### config.mk
export PLATFORM = sky130hd
export DESIGN_NAME = ram_port_arbiter
export DESIGN_NICKNAME = d
export VERILOG_FILES = /design/src/rtl/ram_arb_pkg.sv /design/src/rtl/ram_arb_rr_pick2.sv /design/src/rtl/ram_port_arbiter.sv
export SDC_FILE = /design/constraint.sdc
export NUM_CORES = 1
export LEC_CHECK = 0
export CORE_ASPECT_RATIO = 1.25
export CORE_MARGIN = 2
export CORE_UTILIZATION = 30
export CTS_CLUSTER_SIZE = 25
export DETAILED_ROUTE_END_ITERATION = 10
export PLACE_DENSITY = 0.72
export SYNTH_ARGS = -nofsm -noshare
export SYNTH_HDL_FRONTEND = slang
export SYNTH_HIERARCHICAL = 1
export SYNTH_SLANG_ARGS = --single-unit
### constraint.sdc
create_clock -name clk -period 5.05 [get_ports clk]
set_input_delay 1.01 -clock clk [delete_from_list [all_inputs] [get_ports clk]]
set_output_delay 1.01 -clock clk [all_outputs]
set_load 0.03 [all_outputs]
### src/rtl/ram_arb_pkg.sv
// Shared types and constants for the two-port RAM arbiter.
package ram_arb_pkg;

    localparam int DEF_ADDR_W = 7;
    localparam int DEF_DATA_W = 8;

    localparam logic PORT0 = 1'b0;
    localparam logic PORT1 = 1'b1;

    typedef enum logic [1:0] {
        IDLE    = 2'd0,
        ACCESS  = 2'd1,
        CAPTURE = 2'd2
    } arb_state_t;

endpackage

### src/rtl/ram_arb_rr_pick2.sv
// Combinational 2-way picker: round-robin on ties, or fixed priority to port 0
// when RAM_ARB_FIXED_PRIO_EN is defined.
module rr_pick2
    import ram_arb_pkg::*;
(
    input  logic [1:0] eligible,
    input  logic       last,
    output logic       grant,
    output logic       valid
);

    assign valid = |eligible;

`ifdef RAM_ARB_FIXED_PRIO_EN
    logic unused_last;
    assign unused_last = last;
    assign grant       = eligible[0] ? PORT0 : PORT1;
`else
    always_comb begin
        grant = PORT0;
        if (eligible[0] && eligible[1]) begin
            // Tie goes to whichever port was not served most recently.
            grant = (last == PORT0) ? PORT1 : PORT0;
        end else if (eligible[1]) begin
            grant = PORT1;
        end
    end
`endif

endmodule

### src/rtl/ram_port_arbiter.sv
// Shares a single-port synchronous RAM between two req/ack clients, one access
// per three cycles. Define RAM_ARB_FIXED_PRIO_EN for fixed priority to port 0.
module ram_port_arbiter
    import ram_arb_pkg::*;
#(
    parameter int ADDR_W = DEF_ADDR_W,
    parameter int DATA_W = DEF_DATA_W
) (
    input  logic              clk,
    input  logic              rst_n,
    input  logic              req0,
    input  logic              req1,
    input  logic              we0,
    input  logic              we1,
    input  logic [ADDR_W-1:0] addr0,
    input  logic [ADDR_W-1:0] addr1,
    input  logic [DATA_W-1:0] wdata0,
    input  logic [DATA_W-1:0] wdata1,
    output logic              ack0,
    output logic              ack1,
    output logic [DATA_W-1:0] rdata0,
    output logic [DATA_W-1:0] rdata1,
    output logic [ADDR_W-1:0] ram_a,
    output logic [DATA_W-1:0] ram_d,
    output logic              ram_we,
    input  logic [DATA_W-1:0] ram_q
);

    arb_state_t        state_q, state_d;
    logic              owner_q, owner_d;
    logic              last_q, last_d;
    logic              cmd_we_q, cmd_we_d;
    logic [ADDR_W-1:0] ram_a_q, ram_a_d;
    logic [DATA_W-1:0] ram_d_q, ram_d_d;
    logic              ram_we_q, ram_we_d;
    logic              ack0_q, ack0_d, ack1_q, ack1_d;
    logic [DATA_W-1:0] rdata0_q, rdata0_d, rdata1_q, rdata1_d;
    logic [1:0]        eligible;
    logic              pick_grant, pick_valid;

    // A request still held during its own ack cycle must not be served twice.
    assign eligible = {req1 & ~ack1_q, req0 & ~ack0_q};

    rr_pick2 u_pick (
        .eligible (eligible),
        .last     (last_q),
        .grant    (pick_grant),
        .valid    (pick_valid)
    );

    always_ff @(posedge clk or negedge rst_n) begin
        if (!rst_n) begin
            state_q <= IDLE;
        end else begin
            state_q <= state_d;
        end
    end

    always_comb begin
        state_d = state_q;
        case (state_q)
            IDLE:    if (pick_valid) state_d = ACCESS;
            ACCESS:  state_d = CAPTURE;
            CAPTURE: state_d = IDLE;
            default: state_d = IDLE;
        endcase
    end

    always_comb begin
        owner_d  = owner_q;
        last_d   = last_q;
        cmd_we_d = cmd_we_q;
        ram_a_d  = ram_a_q;
        ram_d_d  = ram_d_q;
        ram_we_d = 1'b0;
        ack0_d   = 1'b0;
        ack1_d   = 1'b0;
        rdata0_d = rdata0_q;
        rdata1_d = rdata1_q;
        case (state_q)
            IDLE: begin
                if (pick_valid) begin
                    owner_d = pick_grant;
                    last_d  = pick_grant;
                    if (pick_grant == PORT1) begin
                        cmd_we_d = we1;
                        ram_a_d  = addr1;
                        ram_d_d  = wdata1;
                    end else begin
                        cmd_we_d = we0;
                        ram_a_d  = addr0;
                        ram_d_d  = wdata0;
                    end
                    ram_we_d = cmd_we_d;
                end
            end
            CAPTURE: begin
                // ram_q now holds the word sampled at the ACCESS edge.
                if (owner_q == PORT1) begin
                    ack1_d = 1'b1;
                    if (!cmd_we_q) rdata1_d = ram_q;
                end else begin
                    ack0_d = 1'b1;
                    if (!cmd_we_q) rdata0_d = ram_q;
                end
            end
            default: ;
        endcase
    end

    always_ff @(posedge clk or negedge rst_n) begin
        if (!rst_n) begin
            owner_q  <= PORT0;
            last_q   <= PORT1;
            cmd_we_q <= 1'b0;
            ram_a_q  <= '0;
            ram_d_q  <= '0;
            ram_we_q <= 1'b0;
            ack0_q   <= 1'b0;
            ack1_q   <= 1'b0;
            rdata0_q <= '0;
            rdata1_q <= '0;
        end else begin
            owner_q  <= owner_d;
            last_q   <= last_d;
            cmd_we_q <= cmd_we_d;
            ram_a_q  <= ram_a_d;
            ram_d_q  <= ram_d_d;
            ram_we_q <= ram_we_d;
            ack0_q   <= ack0_d;
            ack1_q   <= ack1_d;
            rdata0_q <= rdata0_d;
            rdata1_q <= rdata1_d;
        end
    end

    assign ack0   = ack0_q;
    assign ack1   = ack1_q;
    assign rdata0 = rdata0_q;
    assign rdata1 = rdata1_q;
    assign ram_a  = ram_a_q;
    assign ram_d  = ram_d_q;
    assign ram_we = ram_we_q;

endmodule

==> metrics <==
Fillers 516; Setup Skew 0.01141 ns; family with the most delay on the worst path compound AO/OA/AOI/OAI gates; via count 1151; Most used DFF post-synth dfrtp_1; Cell Area, Synth 1669 sq um; htree depth 2; RSZ-0062 raised after global routing no; Vias per Instance 4.586; Mapped Cells 106; Root Buffer clkbuf_8; share of layout cells above drive strength 1 33.16%; Core ar. around 5400 sq um; max cap viols 0; clk sinks 39; xor/xnor share of the synthesized area 0%; largest net degree at the start of global routing 40; Max-Slew Margin vs Limit a little under a third; # rows 30; Die X-Extent approximately 71 microns; Synth Area in Simple Gates 5.547%; Ys Warns 6; area grow syn2layout 56.37%; power per cell area 657.2 nW/um^2; worst slew pin tran ~1.0 ns; adder-cell share of the synthesized area 0%; CP Capture Type flip-flop; CP Depth 5; CTS buffer count 5; Fin. Hold Viols 0; CTS resizes 0; Register Area slightly below 1000 sq um; Mean Syn Cell Area about 16 sq um; post-synth top area cell dfrtp_1; Slew Viols, Final 0; fmax 345.0 MHz; Crit path largest cell delay a little over 0.8 ns; slowest CP cell a21boi_2; CP Launch Type input pin; Placed Area roughly 2500 sq um; hold depth 1; mux cell area share after synthesis 33.58%; Final Cycle Share 57.40%; final WL 3756 microns; initial drt markers 13; buffers plus inverters on the worst setup path 1; insertion delay to the later sink of the worst-skew pair 0.29 ns; Clk pin slew, worst setup/hold paths around 0.08 ns; fin cells 251; synth top area cells dfrtp_1 (57%), mux2_2 (32%), dfstp_2 (1.6%), nor2b_1 (1.5%), nor4b_4 (1.4%); Post-route DRC 0; # diodes 0; post-synthesis cell type count 14; setup repair bufs after CTS 0; drt wl/cell around 15 microns; largest family of logic cells by synthesized area multiplexers; outcome completed; clock tree from TritonCTS built; Tot Pwr 1.715 mW; cells along the critical path clkdlybuf4s50_1 -> nor2b_1 -> a21boi_2 -> mux2_2 -> mux2_2; Seq cells post-synth 39; grt total ovfl 0; Total Nets Final 230; Routed Antenna Nets 0; Worst R2R Path Depth 4; vias in the first global route approximately 1300; CTS Buffer Depth 2; Multi-input gate area 669.4 sq um; crit path DAT 3.08 ns; post-route design area roughly 2600 sq um; initial core utilization 30.88%; Post-synth EDFFs 0; register area share after synthesis about three fifths; Synth Net Count 150; CP max FO 18; TritonRoute pass-1 iters 2; cts hold-fix bufs 0; maximum VDD drop 343.8 uV; Routability Congestion just under 0.7; Die Ht 87.40 microns; setup_tns 0 ns; full die area 6180 sq um; GRT Overall Usage 13.12%; Final setup viols 0; top-count cell post-synth mux2_2; dpl hpwl ~2700 microns; initial antenna violation count 0; post-synthesis compound-gate area fraction 0.4498%; buffers added on ports 77; IO Count 78; WP data required 5.23 ns; Placed Cells ~240; global-route wire length before repair 6327 microns; Crit Path Category input pin to flip-flop; synth cell count leaders mux2_2 (48), dfrtp_1 (38), buf_2 (4), nor2b_1 (4); Lkg Pwr 1.062 nW; min-delay worst type flip-flop to flip-flop; CP most frequent cell mux2_2; Async SR Flop Fraction 100.0%; post-synth top area share a little under three fifths; crit path time final 2.899 ns
==> flip-flops by register name (all words and copies together), names as in the netlist <==
signal	cells
ack0	1
ram_a	7
ack1	1
ram_d	8
cmd_we_q	1
rdata1	8
last_q	1
owner_q	1
state_q	2
rdata0	8
ram_we	1
==> cell type report <==
| cell class | instances | share of cell area, % |
|---|---|---|
| flip-flops and latches | 39 | 37.44 |
| repair buffers | 78 | 29.63 |
| multi-input cells | 61 | 25.65 |
| well taps | 64 | 3.068 |
| clock buffers | 7 | 2.924 |
| clock inverters | 1 | 1.151 |
| inverters | 1 | 0.1438 |
==> through the flow <==
step	hold slack (ns)	util, %	setup WS [ns]
floorplan	0.4650	-	2.696
global placement	0.4907	46.32	1.824
detailed placement	0.4962	46.32	1.806
CTS	0.5107	48.29	2.116
global route	0.5260	48.29	2.044
finish	0.5081	48.29	2.151
==> where the power goes <==
group / internal (mW) / total [mW] / leakage [nW] / switching (mW)
combinational: 0.448 / 0.896 / 0.541 / 0.447
sequential: 0.469 / 0.563 / 0.469 / 0.0939
clock: 0.148 / 0.256 / 0.0524 / 0.108
total: 1.07 / 1.72 / 1.06 / 0.650
==> final timing paths <==
path | from | end | slack [ns]
worst min-delay path | rdata1[6] | rdata1[6] | 0.51
worst max register to register | ack1 | ram_d[1] | 2.93
min in group asynchronous | rst_n | rdata0[0] | 0.84
worst max-delay path | req1 | ram_d[1] | 2.15
max in group asynchronous | rst_n | ack0 | 3.64
worst min register to register | rdata1[6] | rdata1[6] | 0.51
==> routing by layer <==
metal  track usage (%)  wire length [microns]  up-vias
met5                 0                      0        -
met4             3.087                     33        0
met3             6.250                    358        3
met2             23.62                   1914       50
met1             13.82                   1450      565
li1                  -                      -      533
==> placed cells by master (no fill, tap or decap), types with 2 or more instances in the layout <==
cell,Yosys,routed
clkdlybuf4s50_1,0,76
mux2_2,48,48
dfrtp_1,38,38
clkbuf_8,0,5
nor2b_1,4,4
mux2i_1,2,2
clkbuf_1,0,2
==> cells by family after synthesis <==
kind of cell	count (synthesis)
AOI/OAI and AO/OA	1
buffers and inverters	6
DFF	39
muxes	50
and+or+nand+nor	10
Note: power is estimated with default switching activity, not from simulation.
